File: src/rtl/alu_arb_pkg.sv
// Shared types and constants for the two-requester ALU arbiter.
package alu_arb_pkg;

    // Sequencer states: accept, strobe the datapath, wait its latency, return result.
    typedef enum logic [1:0] {
        IDLE  = 2'd0,
        ISSUE = 2'd1,
        WAIT  = 2'd2,
        RESP  = 2'd3
    } state_t;

    // Datapath op-select encoding.
    localparam logic OP_ADD = 1'b0;
    localparam logic OP_SUB = 1'b1;

    // Width of a down-counter that must hold lat-1; never narrower than one bit.
    function automatic int cnt_width(input int lat);
        return (lat <= 1) ? 1 : $clog2(lat);
    endfunction

endpackage

File: src/rtl/alu_arbiter_rr_arb2.sv
// Combinational two-way round-robin: a lone requester always wins, and on
// contention the requester that did not win last time is chosen.
module rr_arb2 (
    input  logic [1:0] req,
    input  logic       last,
    output logic [1:0] gnt,
    output logic       gnt_id
);

    // Grant decode from the request pair and the previous winner.
    always_comb begin
        // NOTE: outputs get a default before the case so every path assigns them and no latch is inferred.
        gnt    = 2'b00;
        gnt_id = 1'b0;
        case (req)
            2'b01: begin
                gnt    = 2'b01;
                gnt_id = 1'b0;
            end
            2'b10: begin
                gnt    = 2'b10;
                gnt_id = 1'b1;
            end
            2'b11: begin
                if (last) begin
                    gnt    = 2'b01;
                    gnt_id = 1'b0;
                end else begin
                    gnt    = 2'b10;
                    gnt_id = 1'b1;
                end
            end
            default: begin
                gnt    = 2'b00;
                gnt_id = 1'b0;
            end
        endcase
    end

endmodule

File: src/rtl/alu_arbiter.sv
// Shares one add/sub datapath between two requesters. One operation is in
// flight at a time: accept, strobe the datapath, wait its fixed latency,
// then hold the tagged result until the consumer takes it.
module alu_arbiter
    import alu_arb_pkg::*;
#(
    parameter int WIDTH   = 7,
    parameter int ALU_LAT = 1
) (
    input  logic             clk,
    input  logic             reset,

    input  logic             r0_valid,
    output logic             r0_ready,
    input  logic [WIDTH-1:0] r0_a,
    input  logic [WIDTH-1:0] r0_b,
    input  logic             r0_op,

    input  logic             r1_valid,
    output logic             r1_ready,
    input  logic [WIDTH-1:0] r1_a,
    input  logic [WIDTH-1:0] r1_b,
    input  logic             r1_op,

    output logic [WIDTH-1:0] A,
    output logic [WIDTH-1:0] B,
    output logic             OP,
    output logic             alu_start,
    input  logic [WIDTH:0]   alu_y,

    output logic             rsp_valid,
    input  logic             rsp_ready,
    output logic             rsp_id,
    output logic [WIDTH:0]   rsp_y,

    output logic             busy
);

    localparam int CNT_W = cnt_width(ALU_LAT);
    localparam logic [CNT_W-1:0] WAIT_LOAD = CNT_W'(ALU_LAT - 1);

    state_t           state;
    logic             last_grant;
    logic [CNT_W-1:0] wait_cnt;

    logic [1:0]       gnt;
    logic             gnt_id;
    logic             idle;
    logic             accept;
    logic [WIDTH-1:0] win_a;
    logic [WIDTH-1:0] win_b;
    logic             win_op;

    rr_arb2 u_rr (
        .req    ({r1_valid, r0_valid}),
        .last   (last_grant),
        .gnt    (gnt),
        .gnt_id (gnt_id)
    );

    // Ready is only offered while idle; outside IDLE both requesters are held off.
    assign idle     = (state == IDLE);
    assign r0_ready = idle & gnt[0];
    assign r1_ready = idle & gnt[1];
    assign accept   = r0_ready | r1_ready;
    assign busy     = ~idle;

    // Operands of whichever requester the arbiter picked this cycle.
    assign win_a  = gnt_id ? r1_a  : r0_a;
    assign win_b  = gnt_id ? r1_b  : r0_b;
    assign win_op = gnt_id ? r1_op : r0_op;

    // Sequencer FSM with registered datapath drive and response outputs.
    always_ff @(posedge clk) begin
        // NOTE: all state here is sequential, so it is written only with non-blocking assignments.
        if (reset) begin
            // NOTE: the operand and result registers are reset too, because their values are visible on output ports.
            state      <= IDLE;
            last_grant <= 1'b1;
            wait_cnt   <= '0;
            A          <= '0;
            B          <= '0;
            OP         <= OP_ADD;
            alu_start  <= 1'b0;
            rsp_valid  <= 1'b0;
            rsp_id     <= 1'b0;
            rsp_y      <= '0;
        end else begin
            alu_start <= 1'b0;
            unique case (state)
                IDLE: begin
                    if (accept) begin
                        A          <= win_a;
                        B          <= win_b;
                        OP         <= win_op;
                        rsp_id     <= gnt_id;
                        last_grant <= gnt_id;
                        alu_start  <= 1'b1;
                        state      <= ISSUE;
                    end
                end
                ISSUE: begin
                    wait_cnt <= WAIT_LOAD;
                    state    <= WAIT;
                end
                WAIT: begin
                    if (wait_cnt == '0) begin
                        rsp_y     <= alu_y;
                        rsp_valid <= 1'b1;
                        state     <= RESP;
                    end else begin
                        wait_cnt <= wait_cnt - 1'b1;
                    end
                end
                RESP: begin
                    if (rsp_ready) begin
                        rsp_valid <= 1'b0;
                        state     <= IDLE;
                    end
                end
                default: state <= IDLE;
            endcase
        end
    end

endmodule

File: config.mk
export PLATFORM = sky130hd
export DESIGN_NAME = alu_arbiter
export DESIGN_NICKNAME = d
export VERILOG_FILES = /design/src/rtl/alu_arb_pkg.sv /design/src/rtl/alu_arbiter_rr_arb2.sv /design/src/rtl/alu_arbiter.sv
export SDC_FILE = /design/constraint.sdc
export NUM_CORES = 1
export LEC_CHECK = 0
export ABC_AREA = 1
export CELL_PAD_IN_SITES_DETAIL_PLACEMENT = 2
export CELL_PAD_IN_SITES_GLOBAL_PLACEMENT = 2
export CORE_MARGIN = 2
export CORE_UTILIZATION = 20
export CTS_CLUSTER_DIAMETER = 50
export CTS_CLUSTER_SIZE = 12
export DETAILED_ROUTE_END_ITERATION = 10
export PLACE_DENSITY = 0.83
export REMOVE_ABC_BUFFERS = 1
export SLEW_MARGIN = 0
export SYNTH_ARGS = -nofsm -noshare
export SYNTH_HDL_FRONTEND = slang
export SYNTH_SLANG_ARGS = --single-unit
File: constraint.sdc
create_clock -name clk -period 1.5 [get_ports clk]
set_clock_uncertainty 0.1 [all_clocks]
set_input_delay 0.225 -clock clk [delete_from_list [all_inputs] [get_ports clk]]
set_output_delay 0.225 -clock clk [all_outputs]
set_load 0.03 [all_outputs]
==> summary.txt, run 1 <==
Placement
  • Placed Area: 2410 um^2
  • Hpwl dp: 4150 um
  • Cells after DPL: 398
  • Port buffer count: 71
  • Dpl ws: -0.465 ns
  • Routability congestion estimate: 0.730

Logic synthesis
  • Async set-or-reset flop fraction in the synthesized netlist: 0%
  • Synth area leader: dfxtp_1
  • Share of the synthesized area in the top cell type: 38.9%
  • Most frequent cell after synthesis: nand2_1
  • Post-synth EDFFs: 0
  • Top_reg_cell synth: dfxtp_1
  • Largest family of logic cells by synthesized area: simple AND/OR/NAND/NOR gates
  • Post-synthesis mux area share: 0%
  • Register bit total from synthesis: 29
  • Mapped Avg Cell Area: 6.79 um^2
  • Cells after Synth: 220
  • Post-synthesis instance area: 1490 um^2
  • Area share of fa/ha/maj cells after synthesis: 2.51%
  • Synth unique cells: 18
  • XOR/XNOR Fraction of Synth Area: 0%
  • Synth warnings: 0
  • Compound-Gate Fraction of Synth Area: 5.78%
  • Simple-Gate Fraction of Synth Area: 40.7%
  • Largest cells by area after synthesis: dfxtp_1 39%, nand2_1 14%, nor2_1 10%, nand3_1 6.7%, inv_1 5.8%
  • Top cells by count, synth: 56 x nand2_1, 40 x nor2_1, 29 x dfxtp_1, 23 x inv_1, 20 x nand3_1
  • Register area share after synthesis: 38.9%

Critical path
  • Crit path kind: reg -> out
  • Largest fanout on the critical path: 4
  • WP depth: 6
  • Worst path slowest cell: dfxtp_2
  • Worst endpoint data arrival time: 1.17 ns
  • Delay-heaviest family, CP: buffers and inverters
  • Startpoint Class: flop
  • WP buf/inv: 4
  • Crit path cell chain: inv_2, ha_4, buf_6, nand3_4, inv_2, buf_6
  • CP Data Required Time: 1.17 ns
  • CP max stage delay: 0.33 ns
  • CP endpoint kind: output port
  • FF-to-FF path depth: 7

Detailed routing
  • Routed WL: 5660 um
  • DRC violations left: 0
  • Detailed router's first-iteration violation count: 28
  • Routed len/inst: 13.7 um
  • DR vias/cell: 4.11
  • DR pass1 iterations: 4
  • Via count of the routed design: 1,692
  • Routed Antenna Nets: 0

STA
  • Max Slew Vio Count: 0
  • Hold Vio Cnt, Final: 0
  • Final setup viols: 0
  • Worst hold slack: 0.383 ns
  • Fmax: 0.670 GHz
  • Tmin final: 1.49 ns
  • RSZ-0062 raised after global routing: true
  • Headroom to the max-slew limit: 78.1%
  • Setup ws final: 0.00805 ns
  • Setup TNS: 0 ns
  • Worst-margin pin slew: 0.330 ns
  • Period utilization: 99.5%

GRT
  • Pin count of the biggest net entering global routing: 20
  • Global Route Usage Sum: 14.7%
  • Grt ovf: 0
  • Vias in the first global route: 1,903
  • Initial antenna violation count: 0
  • First-pass GRT wire length: 9540 um

Job
  • Max_cap viols: 0

Pwr
  • P_leak: 1.29 nW
  • Total Power: 4.64 mW
  • Cell area power density: 1790 nW/um^2
  • Maximum VDD drop: 0.000730 V

Die
  • Starting Density: 20.6%
  • DIE AREA: 8180 um^2
  • Num rows: 31
  • Total core area: 7250 um^2
  • Die Width: 90.4 um
  • Die height: 90.4 um
  • # IOs: 72

Finish
  • Fillers: 865
  • Area grow syn2layout: 73.4%
  • Design Area, Final: 2590 um^2
  • Diodes inserted: 0
  • Seq. cell area: 583 um^2
  • Multi-input logic area: 766 um^2
  • NumNets Final: 359
  • Fraction of layout cells with a size suffix above 1: 20.8%
  • Cell Count, Final, Fillers Out: 412
  • Post-layout util: 35.7%

Clocking
  • Clock transition at the registers of the reported paths: 0.06 ns
  • Root Driver: clkbuf_8
  • Clock Sinks: 29
  • CTS Hold Bufs: 0
  • H-Tree Depth: 2
  • Maximum root-to-sink buffer count: 2
  • Total CTS buffers: 5
  • Clock latency on the worst-skew pair: 0.28 ns
  • CTS tree: yes

Min path
  • Worst hold stages: 2
  • Hold Path Class: reg -> reg

Run status
  • Status: finished clean
-- worst paths after layout --
path / from / to / slack, ns
min: rsp_valid$_SDFFE_PP0P_ / rsp_valid$_SDFFE_PP0P_ / 0.38
min reg2reg: rsp_valid$_SDFFE_PP0P_ / rsp_valid$_SDFFE_PP0P_ / 0.38
max: state[0]$_SDFFE_PP0P_ / r1_ready / 0.008
max reg2reg: state[0]$_SDFFE_PP0P_ / rsp_y[4]$_SDFFE_PP0P_ / 0.05
-- worst register-to-register path: stages (launching register included) --
cell and delay, ns:
dfxtp_2 0.33, inv_2 0.05, buf_4 0.12, buf_4 0.12
ha_1 0.20, buf_4 0.17, o21ai_0 0.19, nor2_1 0.06
-- metal layers --
layer  vias up  share of wire [%]  global-route usage [%]
met4         0               0.92                    3.46
met5         -                  0                       0
li1        847                  -                       -
met3         6                7.8                    5.84
met2        53                 52                    27.9
met1       786                 39                    14.9
-- power by group --
| part | switching [mW] | leakage, nW | total (mW) | internal (mW) |
|---|---|---|---|---|
| combinational | 1.65 | 1.01 | 2.79 | 1.13 |
| clock | 0.295 | 0.0443 | 0.659 | 0.364 |
| sequential | 0.132 | 0.240 | 1.19 | 1.06 |
| total | 2.08 | 1.29 | 4.64 | 2.56 |
-- cell families after synthesis --
kind of cell               Yosys count
AOI/OAI and AO/OA                   15
adders and majority gates            3
buffers and inverters               35
DFF                                 29
and+or+nand+nor                    138
-- cells in the final DEF (no fill, tap or decap), types with 10 or more instances in the layout --
cell,n
nor2_1,40
clkdlybuf4s50_1,40
dfxtp_1,27
buf_4,19
nor2_2,10
nand2_1,56
nand3_1,19
dlygate4sd2_1,27
inv_1,19
nand2_2,10
-- flip-flops by register name (all words and copies together) (netlist names) --
name / count
OP: 1
rsp_id: 1
alu_start: 1
A: 7
state: 2
rsp_y: 8
rsp_valid: 1
last_grant: 1
B: 7
-- what timing repair did --
item                                    4_1_cts  5_1_grt
gates resized for setup                      51        4
pin swaps                                     1        0
setup buffers                                 7        0
endpoints found under the setup margin       31        4
-- final cells by class --
cell class | instances | share of cell area, %
Timing Repair Buffer | 96 | 36.2
Multi-Input combinational cell | 156 | 29.6
Sequential cell | 29 | 22.5
Tap cell | 99 | 4.78
Inverter | 25 | 3.62
Clock buffer | 7 | 3.33
(Power assumes the default switching activity.)
==> run 2, diff against run 1 <==
Settings changed: CORE_ASPECT_RATIO set to 1.4.
==> summary.txt, run 2 (synthesized netlist as in run 1, its figures left out) <==
Detailed routing
  • DRC violations left: 0
  • Via count of the routed design: 1,685
  • Routed WL: 5150 um
  • Detailed router's first-iteration violation count: 24
  • DR vias/cell: 4.18
  • Routed len/inst: 12.8 um
  • DR pass1 iterations: 3
  • Routed Antenna Nets: 0

Clocking
  • Root Driver: clkbuf_8
  • H-Tree Depth: 2
  • Clock latency on the worst-skew pair: 0.27 ns
  • Clock Sinks: 29
  • Clock transition at the registers of the reported paths: 0.06 ns
  • Maximum root-to-sink buffer count: 2
  • CTS Hold Bufs: 0
  • Total CTS buffers: 5
  • CTS tree: yes

Placement
  • Placed Area: 2370 um^2
  • Hpwl dp: 3960 um
  • Routability congestion estimate: 0.757
  • Dpl ws: -0.182 ns
  • Port buffer count: 71

Pwr
  • P_int: 2.48 mW
  • Maximum VDD drop: 0.000665 V
  • Cell area power density: 1810 nW/um^2
  • P_leak: 1.25 nW
  • Sequential fraction of design power: 26.8%
  • Net Switching: 2.08 mW
  • Switching Fraction: 45.6%
  • Clk pwr share: 13.9%
  • Comb pwr share: 59.3%

Min path
  • Worst min-delay path startpoint: rsp_id$_SDFFE_PP0P_
  • Hold Path Class: reg -> reg
  • Worst hold endpoint: rsp_id$_SDFFE_PP0P_
  • Worst hold stages: 2

GRT
  • Global Route Usage Sum: 13.1%
  • Pin count of the biggest net entering global routing: 28
  • First-pass GRT wire length: 8580 um
  • Vias in the first global route: 1,824
  • Grt ovf: 0
  • Initial antenna violation count: 0

Finish
  • Design Area, Final: 2520 um^2
  • Fillers: 918
  • Area grow syn2layout: 68.8%
  • Diodes inserted: 0
  • Post-layout util: 34.5%
  • NumNets Final: 351
  • Largest register FFs: 8
  • Largest reg by FF count: rsp_y
  • Multi-input logic area: 773 um^2
  • Biggest regs: rsp_y (8), A (7), B (7)
  • Fraction of layout cells with a size suffix above 1: 21.2%
  • Most frequent cells in the layout: 51 x nand2_1, 40 x nor2_1, 40 x clkdlybuf4s50_1
  • Commonest non-fill, non-tap cell in the layout: nand2_1
  • Seq. cell area: 586 um^2

Critical path
  • WP buf/inv: 4
  • Reg2reg setup slack: 0.03 ns
  • Crit path kind: reg -> out
  • CP Data Required Time: 1.17 ns
  • Worst endpoint data arrival time: 1.22 ns
  • FF-to-FF path depth: 9
  • Crit path cell chain: inv_4, ha_4, buf_12, nand3_4, inv_2, buf_6
  • Largest fanout on the critical path: 4
  • CP endpoint kind: output port
  • Delay-heaviest family, CP: flip-flops
  • Startpoint Class: flop
  • Worst reg2reg path endpoint: A[1]$_SDFFE_PP0P_
  • Worst r2r src: state[1]$_SDFFE_PP0P_
  • Worst path slowest cell: dfxtp_4
  • CP max stage delay: 0.37 ns

STA
  • RSZ-0062 raised after global routing: true
  • Worst-margin pin slew: 0.348 ns
  • Max Slew Vio Count: 0
  • Hold Vio Cnt, Final: 0
  • Period utilization: 103%
  • Final setup viols: 2
  • Tmin final: 1.54 ns
  • Headroom to the max-slew limit: 76.9%
  • Fmax: 0.649 GHz
  • Setup ws final: -0.0420 ns

Die
  • Starting Density: 20.4%
  • # IOs: 72
  • DIE AREA: 8190 um^2
  • Num rows: 37
  • Die height: 106 um
  • Total core area: 7310 um^2
  • Die Width: 77.0 um

Job
  • Max_cap viols: 0

Run status
  • Status: complete, but fails checks
  • Violated checks: setup timing
-- run 2: cell count changes in the layout (fill, tap and decap cells not counted), sizes merged --
cell,delta
buf,-8
clkbuf,-1
clkinv,+2
dlygate4sd2,+1
dlymetal6s2s,-1
-- run 2: how the worst max path moves through the flow --
stage / start / end / slack, ns / cells past startpoint
floorplan: state[0]$_SDFFE_PP0P_ / r0_ready / 0.04 / 4
global placement: r0_valid / r1_ready / -0.13 / 5
detailed placement: r0_valid / A[1]$_SDFFE_PP0P_ / -0.18 / 7
CTS: state[0]$_SDFFE_PP0P_ / r0_ready / -0.15 / 5
global route: state[1]$_SDFFE_PP0P_ / r0_ready / -0.10 / 5
finish: state[1]$_SDFFE_PP0P_ / r1_ready / -0.04 / 6
-- run 2: repair_timing --
item,4_1_cts,5_1_grt
cloned,0,0
setup buffers,0,3
gates resized for setup,37,16
setup endpoints to repair,38,5
pin swaps,0,2
-- run 2: worst register-to-register path: stages, from the launching register on --
cell and delay [ns]:
dfxtp_4 0.37, inv_4 0.04, ha_4 0.16, buf_12 0.13, buf_4 0.13, o21ai_4 0.07, buf_12 0.18, nand2_1 0.08
nand2_1 0.07, nor2_2 0.04
-- run 2: per-stage QoR --
stage          power (mW)  instances  TNS (ns)  hold WS [ns]
6_report             4.55        403   -0.0806         0.363
5_1_grt              4.94        403    -0.604         0.409
4_1_cts              4.40        400    -0.165         0.372
3_5_place_dp         3.84        392     -2.82         0.365
3_3_place_gp         3.73        392     -1.79         0.354
2_1_floorplan        2.68        210         0         0.194
-- run 2: per-layer routing --
layer	vias to the layer above	wire [um]	GRT usage, %
met4	0	67	4.21
met1	797	1970	14.4
met2	48	2830	24.3
met3	6	275	3.40
met5	-	0	0
li1	834	-	-
-- run 2: final cells by class --
| type | instances | share of cell area [%] |
|---|---|---|
| Sequential cell | 29 | 23.2 |
| Tap cell | 97 | 4.81 |
| Clock buffer | 6 | 2.88 |
| Inverter | 25 | 4.07 |
| Timing Repair Buffer | 88 | 34.0 |
| Multi-Input combinational cell | 156 | 30.7 |
| Clock inverter | 2 | 0.397 |
-- run 2: power by group through the flow --
stage	Combinational [mW]	Clock [mW]	Sequential, mW
after floorplan	0.982	0	1.70
after global placement	2.51	0	1.22
after detailed placement	2.60	0	1.24
after CTS	2.51	0.670	1.22
after global routing	2.99	0.690	1.27
final	2.70	0.633	1.22
==> run 3, diff against run 2 <==
Settings changed: REMOVE_ABC_BUFFERS 1 to unset.
==> summary.txt, run 3 (synthesized netlist as in run 1, its figures left out) <==
Critical path
  • WP buf/inv: 2
  • Largest fanout on the critical path: 4
  • Delay-heaviest family, CP: flip-flops
  • CP endpoint kind: output port
  • Reg2reg setup slack: 0.12 ns
  • Worst path slowest cell: dfxtp_2
  • Worst endpoint data arrival time: 1.17 ns
  • Crit path cell chain: inv_2, ha_4, o21ai_2, nor2_1, buf_4
  • CP max stage delay: 0.33 ns
  • Startpoint Class: flop
  • Crit path kind: reg -> out
  • CP Data Required Time: 1.17 ns

Job
  • Max_cap viols: 0

Pwr
  • Clk pwr share: 16.2%
  • Sequential fraction of design power: 26.9%
  • Switching Fraction: 44.9%
  • Total Power: 4.51 mW
  • Maximum VDD drop: 0.000667 V
  • Comb pwr share: 56.9%
  • P_int: 2.48 mW
  • Net Switching: 2.03 mW
  • P_leak: 1.25 nW
  • Cell area power density: 1820 nW/um^2

Detailed routing
  • DR pass1 iterations: 2
  • Routed len/inst: 13.2 um
  • Routed Antenna Nets: 0
  • Routed WL: 5300 um
  • DR vias/cell: 4.13
  • Detailed router's first-iteration violation count: 22
  • DRC violations left: 0
  • Via count of the routed design: 1,662

STA
  • Final setup viols: 0
  • Tmin final: 1.49 ns
  • RSZ-0062 raised after global routing: true
  • Setup TNS: 0 ns
  • Max Slew Vio Count: 0
  • Fmax: 0.670 GHz
  • Hold Vio Cnt, Final: 0
  • Period utilization: 99.5%
  • Headroom to the max-slew limit: 77.5%
  • Worst-margin pin slew: 0.338 ns

Finish
  • NumNets Final: 350
  • Largest reg by FF count: rsp_y
  • Fillers: 908
  • Multi-input logic area: 748 um^2
  • Area grow syn2layout: 66.2%
  • Biggest regs: rsp_y (8), A (7), B (7)
  • Diodes inserted: 0
  • Most frequent cells in the layout: 56 x nand2_1, 40 x nor2_1, 40 x clkdlybuf4s50_1
  • Largest register FFs: 8
  • Fraction of layout cells with a size suffix above 1: 19.0%
  • Seq. cell area: 583 um^2
  • Commonest non-fill, non-tap cell in the layout: nand2_1

Min path
  • Hold Path Class: reg -> reg

Clocking
  • H-Tree Depth: 2
  • Clock latency on the worst-skew pair: 0.28 ns
  • Maximum root-to-sink buffer count: 2
  • Clock Sinks: 29
  • Clock transition at the registers of the reported paths: 0.06 ns
  • CTS Hold Bufs: 0
  • Total CTS buffers: 5
  • Root Driver: clkbuf_8
  • CTS tree: yes

Die
  • Total core area: 7310 um^2
  • DIE AREA: 8190 um^2
  • Num rows: 37
  • # IOs: 72
  • Die Width: 77.0 um
  • Starting Density: 20.4%
  • Die height: 106 um

GRT
  • Grt ovf: 0
  • Vias in the first global route: 1,787
  • Global Route Usage Sum: 13.4%
  • Pin count of the biggest net entering global routing: 28
  • Initial antenna violation count: 0
  • First-pass GRT wire length: 8630 um

Logic synthesis
  • Mapped Nets: 266

Placement
  • Routability congestion estimate: 0.680
  • Hpwl dp: 4130 um
  • Port buffer count: 71

Run status
  • Status: finished clean
==> run 3: cell count changes in the layout (fill, tap and decap cells not counted), sizes merged <==
cell and change:
buf -1, clkbuf +1, clkinv -1
==> run 3: what timing repair did <==
item,4_1_cts,5_1_grt
pin swaps,1,2
buffers inserted,2,2
gates cloned,0,0
gates resized for setup,36,4
setup endpoints to repair,32,2
==> run 3: layout make-up <==
cell class	instances	share of cell area, %
repair buffers	87	33.6
multi-input cells	156	30.1
flip-flops and latches	29	23.5
well taps	97	4.89
clock buffers	7	3.88
inverters	25	3.83
clock inverters	1	0.202
==> run 3: layer usage <==
metal / global-route usage, % / vias up / part of all wire [%]
li1: - / 830 / -
met1: 13.9 / 784 / 37
met2: 26.3 / 43 / 57
met3: 3.31 / 5 / 4.3
met4: 3.83 / 0 / 1.4
met5: 0 / - / 0
==> run 3: power by group through the flow <==
| stage | logic (mW) | clock network, mW | registers (mW) |
|---|---|---|---|
| final | 2.56 | 0.731 | 1.21 |
| after global routing | 2.85 | 0.796 | 1.26 |
| after CTS | 2.55 | 0.755 | 1.23 |
| after detailed placement | 2.60 | 0 | 1.24 |
| after global placement | 2.50 | 0 | 1.23 |
| after floorplan | 1.11 | 0 | 1.70 |
==> run 3: worst min-delay path, delay by kind of cell (launching register included) <==
kind / cells / cell delay (ns)
compound gates: 1 / 0.07
flops: 1 / 0.31
simple gates: 1 / 0.07
==> run 3: worst paths after layout <==
kind / startpoint / to / depth (start not counted)
hold reg to reg: rsp_id$_SDFFE_PP0P_ / rsp_id$_SDFFE_PP0P_ / 2
setup reg to reg: state[0]$_SDFFE_PP0P_ / B[4]$_SDFFE_PP0P_ / 8
setup / recovery: state[0]$_SDFFE_PP0P_ / r0_ready / 5
hold / removal: rsp_id$_SDFFE_PP0P_ / rsp_id$_SDFFE_PP0P_ / 2
==> run 3: through the flow <==
step	utilization [%]	instance area (um^2)	hold WS [ns]	instances	worst slack, ns
after floorplan	-	1490	0.194	220	0.0357
after global placement	32.2	2360	0.350	390	-0.107
after detailed placement	32.2	2360	0.364	390	-0.194
after CTS	33.6	2460	0.371	400	-0.0258
after global routing	33.9	2480	0.420	402	-0.0763
final	33.9	2480	0.392	402	0.00721
